<file path="src/rtl/bram_symbol_reader.sv">
// rtl/bram_symbol_reader.sv - reads 2-bit symbols from a BRAM and packs 16 per word onto an AXI-Stream master
//
// Purpose: on a start pulse, read num_symbols consecutive symbols (clamped to
// 2^BRAM_BITDEPTH) starting at start_addr, wrapping at the top of the address
// space. Pack up to 16 symbols per 32-bit word and send each word with a
// tvalid/tready handshake. Pulse done once when the readout is finished.
//
// Ports:
//   m00_axis_aclk, m00_axis_areset   clock, asynchronous active-high reset
//   start, start_addr, num_symbols   readout request (start ignored unless idle)
//   busy, done                       status; done is a one-cycle pulse
//   bram_addr, bram_en, bram_douta   BRAM read port (fixed read latency)
//   m00_axis_t*                      output stream (tdata/tvalid/tready/tlast/tstrb)
`timescale 1ns/1ps
module bram_symbol_reader #(
  parameter int C_M00_AXIS_TDATA_WIDTH = 32,
  parameter int BRAM_BITDEPTH          = 16,
  parameter int BRAM_BITWIDTH          = 2,
  parameter int BRAM_READ_LATENCY      = 2
) (
  input  logic                                m00_axis_aclk,
  input  logic                                m00_axis_areset,
  input  logic                                start,
  input  logic [BRAM_BITDEPTH-1:0]            start_addr,
  input  logic [31:0]                         num_symbols,
  output logic                                busy,
  output logic                                done,
  output logic [BRAM_BITDEPTH-1:0]            bram_addr,
  output logic                                bram_en,
  input  logic [BRAM_BITWIDTH-1:0]            bram_douta,
  input  logic                                m00_axis_tready,
  output logic                                m00_axis_tvalid,
  output logic                                m00_axis_tlast,
  output logic [C_M00_AXIS_TDATA_WIDTH-1:0]   m00_axis_tdata,
  output logic [C_M00_AXIS_TDATA_WIDTH/8-1:0] m00_axis_tstrb
);

  localparam int SYMS_PER_WORD = C_M00_AXIS_TDATA_WIDTH / BRAM_BITWIDTH;
  localparam int SYMS_PER_BYTE = 8 / BRAM_BITWIDTH;
  localparam int STRB_W        = C_M00_AXIS_TDATA_WIDTH / 8;
  localparam int LAT           = BRAM_READ_LATENCY;

  localparam logic [32:0]              MAX_SYMS  = 33'd1 << BRAM_BITDEPTH;
  localparam logic [4:0]               LAST_SLOT = 5'(SYMS_PER_WORD - 1);
  localparam logic [BRAM_BITDEPTH-1:0] ADDR_ONE  = BRAM_BITDEPTH'(1);

  typedef enum logic [2:0] {
    S_IDLE,
    S_FILL,
    S_DRAIN,
    S_SEND,
    S_FINISH
  } state_t;

  state_t                            state_q, state_d;
  logic [BRAM_BITDEPTH-1:0]          addr_q, addr_d;
  // symbols not yet issued to the BRAM; 33 bits so 2^32-1 and 2^16 both fit
  logic [32:0]                       remain_q, remain_d;
  logic [4:0]                        issued_q, issued_d;
  logic [4:0]                        captured_q, captured_d;
  logic [LAT-1:0]                    vld_q, vld_d;
  logic [C_M00_AXIS_TDATA_WIDTH-1:0] data_q, data_d;

  logic [32:0] req_syms;
  logic        cap_fire;
  logic [4:0]  captured_inc;

  assign req_syms     = ({1'b0, num_symbols} > MAX_SYMS) ? MAX_SYMS : {1'b0, num_symbols};
  // the oldest stage of the valid pipe lines up with bram_douta for that read
  assign cap_fire     = vld_q[LAT-1];
  assign captured_inc = captured_q + 5'd1;

  always_ff @(posedge m00_axis_aclk or posedge m00_axis_areset) begin
    if (m00_axis_areset) begin
      state_q    <= S_IDLE;
      addr_q     <= '0;
      remain_q   <= '0;
      issued_q   <= '0;
      captured_q <= '0;
      vld_q      <= '0;
      data_q     <= '0;
    end else begin
      state_q    <= state_d;
      addr_q     <= addr_d;
      remain_q   <= remain_d;
      issued_q   <= issued_d;
      captured_q <= captured_d;
      vld_q      <= vld_d;
      data_q     <= data_d;
    end
  end

  always_comb begin
    state_d    = state_q;
    addr_d     = addr_q;
    remain_d   = remain_q;
    issued_d   = issued_q;
    captured_d = captured_q;
    data_d     = data_q;

    vld_d[0] = (state_q == S_FILL);
    for (int i = 1; i < LAT; i++) begin
      vld_d[i] = vld_q[i-1];
    end

    // captures land in slot order, which matches issue order
    if (cap_fire) begin
      data_d[int'(captured_q[3:0]) * BRAM_BITWIDTH +: BRAM_BITWIDTH] = bram_douta;
      captured_d = captured_inc;
    end

    case (state_q)
      S_IDLE: begin
        if (start) begin
          addr_d     = start_addr;
          remain_d   = req_syms;
          issued_d   = '0;
          captured_d = '0;
          data_d     = '0;
          state_d    = (req_syms == 33'd0) ? S_FINISH : S_FILL;
        end
      end
      S_FILL: begin
        // address wraps naturally at the top of the BRAM
        addr_d   = addr_q + ADDR_ONE;
        remain_d = remain_q - 33'd1;
        issued_d = issued_q + 5'd1;
        if (remain_q == 33'd1 || issued_q == LAST_SLOT) begin
          state_d = S_DRAIN;
        end
      end
      S_DRAIN: begin
        if (cap_fire && captured_inc == issued_q) begin
          state_d = S_SEND;
        end
      end
      S_SEND: begin
        if (m00_axis_tready) begin
          if (remain_q != 33'd0) begin
            issued_d   = '0;
            captured_d = '0;
            data_d     = '0;
            state_d    = S_FILL;
          end else begin
            state_d = S_FINISH;
          end
        end
      end
      S_FINISH: begin
        state_d = S_IDLE;
      end
      default: begin
        state_d = S_IDLE;
      end
    endcase
  end

  assign bram_en         = (state_q == S_FILL);
  assign bram_addr       = addr_q;
  assign busy            = (state_q == S_FILL) || (state_q == S_DRAIN) || (state_q == S_SEND);
  assign done            = (state_q == S_FINISH);
  assign m00_axis_tvalid = (state_q == S_SEND);
  assign m00_axis_tlast  = (state_q == S_SEND) && (remain_q == 33'd0);
  assign m00_axis_tdata  = data_q;

  // a byte strobe is set when the word holds a symbol in that byte; all ones outside SEND
  always_comb begin
    m00_axis_tstrb = '1;
    for (int b = 0; b < STRB_W; b++) begin
      m00_axis_tstrb[b] = (state_q != S_SEND) || (issued_q > 5'(b * SYMS_PER_BYTE));
    end
  end

endmodule

</file>
<file path="config.mk">
export PLATFORM = sky130hd
export DESIGN_NAME = bram_symbol_reader
export DESIGN_NICKNAME = d
export VERILOG_FILES = /design/src/rtl/bram_symbol_reader.sv
export SDC_FILE = /design/constraint.sdc
export NUM_CORES = 1
export LEC_CHECK = 0
export ABC_AREA = 1
export BUFFER_PORTS_ARGS = -buffer_cell sky130_fd_sc_hd__buf_2
export CAP_MARGIN = 25
export CORE_ASPECT_RATIO = 1.2
export CORE_UTILIZATION = 57
export DETAILED_ROUTE_END_ITERATION = 6
export GPL_TIMING_DRIVEN = 0
export PLACE_DENSITY_LB_ADDON = 0.2
export SLEW_MARGIN = 20
export SYNTH_ARGS = -nofsm -noshare
export SYNTH_HDL_FRONTEND = slang
export SYNTH_SLANG_ARGS = --single-unit
</file>
<file path="constraint.sdc">
create_clock -name m00_axis_aclk -period 4.35 [get_ports m00_axis_aclk]
set_input_delay 0.87 -clock m00_axis_aclk [delete_from_list [all_inputs] [get_ports m00_axis_aclk]]
set_output_delay 0.87 -clock m00_axis_aclk [all_outputs]
set_load 0.05 [all_outputs]
</file>
==> impl_metrics.json, run 1 <==
{
  "status": "complete, no violations",
  "routed_via_density": 5.32,
  "cts_tree": "built",
  "drc_errors": 0,
  "seq_area_frac_synth_pct": 37.0,
  "drv_cap": 0,
  "grt.total_usage_pct": 29.5,
  "die_h_um": 119,
  "relSlewSlack_pct": 57.0,
  "fin_nets": 1134,
  "root_buffer": "clkbuf_16",
  "cp_slowest_stage_delay_ns": 0.38,
  "post-route-min-period_ns": 3.27,
  "grt_max_degree": 75,
  "path_buf_inv": 2,
  "core_region_area_sq_um": 11000,
  "grt_pass1_wl_um": 27700,
  "vdd_drop_max_uv": 530,
  "grt_pass1_vias": 6077,
  "critPathLaunchType": "register",
  "slew_violations": 0,
  "hp-class": "register to register",
  "critPathRequiredTime_ns": 3.48,
  "hold_viol": 0,
  "clock_sinks": 96,
  "dpl.hpwl_um": 12700,
  "pin_count": 111,
  "numCtsBuffers": 9,
  "fmax_ghz": 0.306,
  "vias": 6421,
  "dp_cells": 1192,
  "drt-pass1-iter-count": 4,
  "fin_skew_ns": 0.00880,
  "crit_path_top_delay_cell": "dfrtp_1",
  "die_area_sq_um": 11800,
  "stdcell_count": 1208,
  "post_cts_resized": 0,
  "gp_congestion": 1.00,
  "drt-total-wl_um": 16700,
  "clock_latency_ns": 0.35,
  "clk_pin_slew_ns": 0.07,
  "crit_family": "simple AND/OR/NAND/NOR gates",
  "crit_fanout": 6,
  "setup_tns_ns": 0,
  "initial_core_util_pct": 58.8,
  "synth_cell_types": 43,
  "arrival_ns": 2.40,
  "drive_gt1_share_pct": 19.2,
  "tightestPinTransition_ns": 0.645,
  "cp_common_cell": "nor2_2",
  "endpoint_kind": "output port",
  "synthesis.area_sq_um": 6480,
  "dieWidth_um": 99.4,
  "setup_viol": 0,
  "netlist_instances": 949,
  "period_share_pct": 75.1,
  "num_antenna_cells": 0,
  "yosysWarnings": 0,
  "p_leak_nw": 4.06,
  "final_util_pct": 68.3,
  "syn2layout_area_growth_pct": 16.2,
  "rsz0062_at_grt": "false",
  "htree_levels": 3,
  "antenna_left": 0,
  "antenna_found_initial": 0,
  "syn_area_per_cell_sq_um": 6.83,
  "io_buffers": 110,
  "setup.worst_path.class": "register to output port",
  "hold_buffers": 0,
  "cts_buffer_depth": 2,
  "cp_cell_sequence": "inv_1 > ha_1 > nand2_4 > nor2_2 > nand2_1 > nor2_2 > nand3_1 > nor3_1 > buf_2",
  "grt_overflow_total": 0,
  "drt_iter0_drc": 365,
  "synth-seq-cells": 96,
  "syn_nets": 1012,
  "avgRoutedWirePerCell_um": 13.8,
  "power_density_nw_per_um2": 661,
  "rows": 42,
  "postCtsSetupBuffers": 0
}
-- layout make-up --
| class | instances | area (sq um) |
|---|---|---|
| inverter | 144 | 551 |
| sequential | 96 | 2400 |
| buffer | 22 | 133 |
| clock inverter | 6 | 66.3 |
| clock buffer | 10 | 239 |
| multi-input combinational | 687 | 3400 |
| timing repair buffer | 111 | 578 |
| fill | 1028 | 3500 |
| tap | 132 | 165 |
-- cells in the mapped netlist (all sizes together) --
cell type	n	area (sq um)
o221ai	1	8.76
inv	144	546
nand4	19	125
clkbuf	8	30.0
a31oi	1	6.26
o22ai	7	43.8
o21a	1	7.51
xor2	17	149
a21oi	10	50.1
o211ai	5	37.5
buf	14	103
nand3	104	591
and2	3	18.8
a22oi	1	7.51
dfrtp	96	2400
nor3	20	138
nand3b	1	7.51
nor3b	1	7.51
nand2	284	1090
or2	4	25.0
o21bai	3	22.5
ha	9	113
nor2	121	568
xnor2	3	26.3
o21ai	71	355
a41oi	1	8.76
-- per-layer routing --
layer,GRT usage [%],up-vias,part of all wire (%)
li1,-,3249,-
met1,34.8,2947,41
met2,52.9,195,52
met3,3.46,30,4.7
met4,13.6,0,2.9
met5,0,-,0
-- stage by stage --
stage	hold slack (ns)	total power, mW	setup slack, ns	instance area, sq um
finish	0.368	4.98	1.08	7540
global route	0.382	5.34	0.911	7540
CTS	0.370	4.97	1.06	7540
detailed placement	0.352	4.14	1.44	7230
global placement	0.346	4.08	-0.268	7200
floorplan	0.331	3.44	0.975	6480
-- cells by family after synthesis --
logic type	after synthesis	synth area share [%]
buffers and inverters	166	10.5
AND/OR/NAND/NOR	557	39.6
flip-flops	96	37.0
adder cells (fa/ha/maj)	9	1.74
XOR/XNOR	20	2.70
AO/OA/AOI/OAI	101	8.45
-- path summary, 6_finish.rpt --
check / startpoint / end / slack [ns] / depth (start not counted)
worst max register to register: captured_q[0] / m00_axis_tdata[13] / 2.10 / 9
worst min-delay path: vld_q[0] / vld_q[1] / 0.37 / 0
max in group asynchronous: m00_axis_areset / bram_addr[12] / 3.25 / 3
min in group asynchronous: m00_axis_areset / m00_axis_tdata[11] / 0.46 / 2
worst min register to register: vld_q[0] / vld_q[1] / 0.37 / 0
worst max-delay path: remain_q[0] / m00_axis_tlast / 1.08 / 9
-- registers in the layout (all words and copies together) (netlist names) --
name,cells
bram_addr,16
captured_q,5
issued_q,5
m00_axis_tdata,32
remain_q,33
state_q,3
vld_q,2
-- power breakdown --
part           leakage, nW  internal (mW)  switching [mW]
Sequential            1.28           1.12           0.238
Clock                0.153          0.464           0.363
Combinational         2.63          0.785            2.01
Total                 4.06           2.37            2.61
-- worst reg2reg max path, delay by kind of cell, from the launching register on --
family	cells	cell delay [ns]
buf+inv	3	0.37
simple gates	4	0.85
flops	1	0.37
fa+ha+maj	1	0.37
compound gates	1	0.24
-- placed cells by master (no fill, tap or decap), types with 2 or more instances in the layout --
cell,n
nand2_1,277
inv_1,128
buf_2,119
dfrtp_1,96
nor2_1,95
nand3_1,93
o21ai_0,62
nor2_2,18
nand4_1,18
xor2_1,17
nor3_1,15
inv_2,13
a21oi_1,10
nand3_2,9
o21ai_1,9
ha_1,9
clkbuf_16,9
clkbuf_1,8
nor2_4,7
o22ai_1,7
nand2_2,6
o211ai_1,5
nor3_2,3
xnor2_1,3
and2_1,3
buf_6,3
o21bai_1,3
or2_1,3
nand3_4,2
inv_4,2
nor3_4,2
inv_6,2
clkinv_4,2
clkinv_2,2
(Power assumes the default switching activity.)
==> run 2, diff against run 1 <==
- ABC_AREA: 1 -> 0
- CORE_UTILIZATION: 57 -> 55
- clock period: 4.35 -> 3.15 ns (I/O delays scaled with it)
==> run 2 against run 1 <==
Sequential share of layout area rose by 5.1 points. Via count fell by 18%. Largest power group unchanged. Critical path type unchanged. Design area fell by 14%. Critical endpoint unchanged. Sequential power rose by 33%.
==> impl_metrics.json, run 2 <==
{
  "setup_viol": 0,
  "stdcell_count": 863,
  "synth_top_family_by_area": "simple AND/OR/NAND/NOR gates",
  "period_share_pct": 97.6,
  "synthXorXnorAreaFrac_pct": 2.42,
  "hold_buffers": 0,
  "fin_nets": 799,
  "use_met3_pct": 3.91,
  "gp_congestion": 0.887,
  "cts_buffer_depth": 2,
  "yosysWarnings": 0,
  "rows": 39,
  "grt_busiest_layer": "met2",
  "status": "complete, no violations",
  "finalPower_mw": 5.62,
  "grt_pass1_vias": 4976,
  "cts_tree": "built",
  "synth_compound_area_share_pct": 18.1,
  "synth_top_area_share_pct": 44.3,
  "drt-total-wl_um": 14700,
  "final_util_pct": 67.9,
  "hold_viol": 0,
  "clk_pin_slew_ns": 0.07,
  "fin_ws_ns": 0.0755,
  "drt_iter0_drc": 322,
  "syn_nets": 678,
  "relSlewSlack_pct": 51.0,
  "syn2layout_area_growth_pct": 19.8,
  "synth_mux_area_share_pct": 2.95,
  "die_area_sq_um": 10300,
  "rsz0062_at_grt": "false",
  "hp-class": "input port to asynchronous set/reset pin",
  "fmax_ghz": 0.325,
  "post-route-min-period_ns": 3.07,
  "post-synth-top-count-cell": "dfrtp_1",
  "synthTopCellsByCount": "96 x dfrtp_1, 82 x nand2_1, 57 x nor2_1",
  "largest_reg_flops": 33,
  "avgRoutedWirePerCell_um": 17.0,
  "tightestPinTransition_ns": 0.731,
  "arrival_ns": 2.44,
  "synth_cell_types": 58,
  "grt_pass1_wl_um": 24200,
  "grt.total_usage_pct": 29.6,
  "ys_top_cells_by_area": "dfrtp_1 44%, nand2_1 5.7%, nor2_1 3.9%, o21ai_0 3.7%, a21oi_1 3.6%",
  "vias": 5247,
  "top_register": "remain_q",
  "synth-seq-cells": 96,
  "syn_area_per_cell_sq_um": 8.82,
  "vdd_drop_max_uv": 736,
  "crit_fanout": 6,
  "setup.worst_path.class": "register to output port",
  "io_buffers": 110,
  "dpl_worst_slack_ns": -0.128,
  "grt_overflow_total": 0,
  "synthAdderAreaFrac_pct": 2.08,
  "postCtsSetupBuffers": 0,
  "r2r_slack_ns": 0.26,
  "synthesis.area_sq_um": 5420,
  "critPathLaunchType": "register",
  "clock_latency_ns": 0.35,
  "numCtsBuffers": 9,
  "dpl.hpwl_um": 10600,
  "dieWidth_um": 92.6,
  "antenna_found_initial": 0,
  "synth_top_cell_by_area": "dfrtp_1",
  "grt_max_degree": 80,
  "fillers": 798,
  "seq_area_frac_synth_pct": 44.3,
  "htree_levels": 3,
  "root_buffer": "clkbuf_16",
  "dp_cells": 849,
  "grt_use_met2_pct": 51.0,
  "die_h_um": 111,
  "power_density_nw_per_um2": 866,
  "routed_via_density": 6.08,
  "drc_errors": 0,
  "num_antenna_cells": 0,
  "drt-pass1-iter-count": 4,
  "clock_sinks": 96,
  "async_reset_ff_share_pct": 100,
  "antenna_left": 0,
  "endpoint_kind": "output port",
  "critPathRequiredTime_ns": 2.52,
  "synth_edf_count": 0,
  "final_cell_mix": "109 x buf_2, 96 x dfrtp_1, 82 x nand2_1, 56 x nor2_1, 40 x o21ai_0",
  "drive_gt1_share_pct": 20.9,
  "drv_cap": 0,
  "fin_hold_ws_ns": 0.208,
  "initial_core_util_pct": 56.7,
  "yosys.area_share.simple_pct": 26.2,
  "netlist_instances": 615,
  "slew_violations": 0,
  "p_leak_nw": 2.91,
  "pin_count": 111,
  "layout_commonest_cell": "buf_2",
  "fin_skew_ns": 0.00896,
  "core_region_area_sq_um": 9560,
  "use_met1_pct": 36.5,
  "synth_flop_cell": "dfrtp_1"
}
run 2: cell count changes after synthesis, moves of 16 or more:
cell / delta
nand3_1: -62
nor2_1: -38
a21oi_1: +29
nor2_2: -18
mux2i_1: +16
clkbuf_1: +20
o21ai_0: -22
inv_1: -112
nand2_1: -195
run 2: worst paths after layout:
path | start | end | cells past startpoint
min | m00_axis_areset | state_q[2] | 2
max in group asynchronous | m00_axis_areset | m00_axis_tdata[1] | 3
min reg2reg | vld_q[0] | vld_q[1] | 0
max reg2reg | remain_q[0] | remain_q[32] | 8
min in group m00_axis_aclk | vld_q[0] | vld_q[1] | 0
max | remain_q[11] | m00_axis_tlast | 5
run 2: metrics by stage:
stage	area (sq um)	setup TNS [ns]
final	6490	0
after global routing	6490	0
after CTS	6470	0
after detailed placement	6160	-0.128
after global placement	6130	-112.89
after floorplan	5430	0
run 2: where the power goes:
part           internal, mW  switching [mW]
clock network         0.616           0.498
logic                 0.830            1.87
registers              1.51           0.300
run 2: kinds of logic (layout without fill, tap and decap cells):
family / Yosys count / count (layout)
AND/OR/NAND/NOR: 279 / 279
AO/OA/AOI/OAI: 149 / 149
flip-flops: 96 / 96
buffers and inverters: 51 / 176
multiplexers: 16 / 16
XOR/XNOR: 15 / 15
adder cells (fa/ha/maj): 9 / 9
run 2: repair_timing:
item                       CTS  global route
gates cloned                 0             0
setup endpoints to repair    2             2
pin swaps                    0             1
resized for setup            4             4
run 2: routing by layer:
layer / vias to the layer above / wire length [um]
li1: 2483 / -
met1: 2539 / 5880
met2: 189 / 7670
met3: 36 / 734
met4: 0 / 394
met5: - / 0
run 2: cell type report:
cell class	instances	area, sq um	area share, %
multi-input cells	468	2830	43.6
flip-flops and latches	96	2400	37.0
repair buffers	111	587	9.04
clock buffers	9	225	3.47
plain buffers	33	155	2.39
well taps	123	154	2.37
inverters	17	68.8	1.06
clock inverters	6	67.6	1.04
run 2: critical path, cell delays in order, from the launching register on:
cell and delay, ns:
dfrtp_1 0.44, or3_4 0.44, nand4bb_4 0.29, or3_1 0.42
nor4_4 0.29, buf_6 0.21
==> run 3, diff against run 2 <==
- CTS_BUF_LIST: not set -> sky130_fd_sc_hd__clkbuf_16
- PLACE_DENSITY: not set -> 0.8
- PLACE_DENSITY_LB_ADDON: 0.2 -> not set
==> run 3 against run 2 <==
Sequential power about the same. First-iteration DRC count up 17%. Via count up 0.91%. Clock skew about the same. Die area unchanged. Largest power group unchanged. Highest routed layer unchanged.
==> impl_metrics.json, run 3 (synthesis results as in run 2) <==
{
  "status": "complete, no violations",
  "antenna_found_initial": 0,
  "tightestPinTransition_ns": 0.742,
  "initial_core_util_pct": 56.7,
  "die_area_sq_um": 10300,
  "reg2reg_to": "state_q[0]",
  "htree_levels": 3,
  "fillers": 832,
  "internal-power_mw": 3.05,
  "p_clk_share_pct": 20.8,
  "routed_via_density": 6.13,
  "relSlewSlack_pct": 50.4,
  "fin_nets": 799,
  "p_sw_mw": 2.70,
  "r2r_slack_ns": 0.29,
  "dieWidth_um": 92.6,
  "critPathLaunchType": "register",
  "vdd_drop_max_uv": 742,
  "switching_share_pct": 47.0,
  "fin_skew_ns": 0.00906,
  "finalPower_mw": 5.75,
  "drc_errors": 0,
  "grt_pass1_vias": 5288,
  "gp_congestion": 0.882,
  "drt-total-wl_um": 15100,
  "die_h_um": 111,
  "critPathRequiredTime_ns": 2.52,
  "vias": 5295,
  "grt_max_degree": 56,
  "num_antenna_cells": 0,
  "p_leak_nw": 2.93,
  "fin_ws_ns": 0.0549,
  "cts_tree": "built",
  "clock_sinks": 96,
  "drive_gt1_share_pct": 21.3,
  "rows": 39,
  "multi_input_area_sq_um": 2830,
  "top_register": "remain_q",
  "slew_violations": 0,
  "fmax_ghz": 0.323,
  "final_util_pct": 68.2,
  "drt-pass1-iter-count": 5,
  "ff2ff_path_depth": 9,
  "setup_viol": 0,
  "period_share_pct": 98.3,
  "dpl.hpwl_um": 10800,
  "numCtsBuffers": 9,
  "power_frac_seq_pct": 31.5,
  "largest_reg_flops": 33,
  "power_frac_comb_pct": 47.7,
  "post-route-min-period_ns": 3.10,
  "grt_pass1_wl_um": 24800,
  "endpoint_kind": "output port",
  "fin_hold_ws_ns": 0.291,
  "drv_cap": 0,
  "dpl_worst_slack_ns": -0.178,
  "core_region_area_sq_um": 9560,
  "syn2layout_area_growth_pct": 20.2,
  "cts_buffer_depth": 2,
  "layout_commonest_cell": "buf_2",
  "grt.total_usage_pct": 30.4,
  "io_buffers": 110,
  "setup_tns_ns": 0,
  "postCtsSetupBuffers": 0,
  "final-seq-area_sq_um": 2400,
  "avgRoutedWirePerCell_um": 17.5,
  "crit_fanout": 6,
  "power_density_nw_per_um2": 883,
  "arrival_ns": 2.47,
  "root_buffer": "clkbuf_16",
  "r2r-start": "captured_q[1]",
  "clk_pin_slew_ns": 0.07,
  "drt_iter0_drc": 377,
  "final_cell_mix": "109 x buf_2, 96 x dfrtp_1, 82 x nand2_1, 56 x nor2_1, 40 x o21ai_0",
  "hp-class": "input port to asynchronous set/reset pin",
  "clock_latency_ns": 0.35,
  "grt_overflow_total": 0,
  "pin_count": 111,
  "antenna_left": 0,
  "hold_viol": 0,
  "setup.worst_path.class": "register to output port"
}
## run 3: layout make-up
class                      instances  share of cell area (%)
buffer                            33                    2.38
clock buffer                       9                    3.45
clock inverter                     7                    1.48
inverter                          17                    1.06
multi-input combinational        468                    43.4
sequential                        96                    36.9
tap                              123                    2.36
timing repair buffer             111                    9.00
## run 3: layer usage
metal	routed length (um)	global-route usage, %
met3	887	4.94
met1	5970	35.6
met5	0	0
met4	566	16.8
met2	7670	52.4
## run 3: what timing repair did
item	in CTS	in global routing
gates resized for setup	6	4
endpoints found under the hold margin	0	0
hold buffers	0	0
setup endpoints to repair	2	2
## run 3: power groups by stage
stage | logic, mW | clock network, mW | registers, mW
5_1_grt | 2.98 | 1.23 | 1.85
2_1_floorplan | 1.61 | 0 | 2.14
6_report | 2.74 | 1.20 | 1.82
4_1_cts | 2.71 | 1.18 | 1.80
3_5_place_dp | 2.67 | 0 | 1.82
3_3_place_gp | 2.58 | 0 | 1.81
## run 3: per-stage QoR
| step | instance area, sq um | cells |
|---|---|---|
| final | 6520 | 864 |
| after global routing | 6520 | 864 |
| after CTS | 6500 | 865 |
| after detailed placement | 6170 | 849 |
| after global placement | 6130 | 848 |
| after floorplan | 5430 | 615 |
## run 3: worst max-delay path by stage
stage                     slack, ns       startpoint        endpoint  depth (start not counted)
final                          0.05      remain_q[0]  m00_axis_tlast                          7
after global routing          -0.03      remain_q[1]  m00_axis_tlast                          7
after CTS                      0.01      remain_q[0]  m00_axis_tlast                          7
after detailed placement      -0.18       state_q[0]         bram_en                          8
after global placement        -1.09  m00_axis_areset    remain_q[15]                          2
after floorplan                0.01  m00_axis_areset    bram_addr[0]                          1
## run 3: critical path, cell delays in order, from the launching register on
cell and delay (ns):
dfrtp_1 0.45, inv_1 0.09, ha_1 0.23, or4b_4 0.52, nor2_2 0.18, nand2_1 0.14, nor4_4 0.30, buf_6 0.21
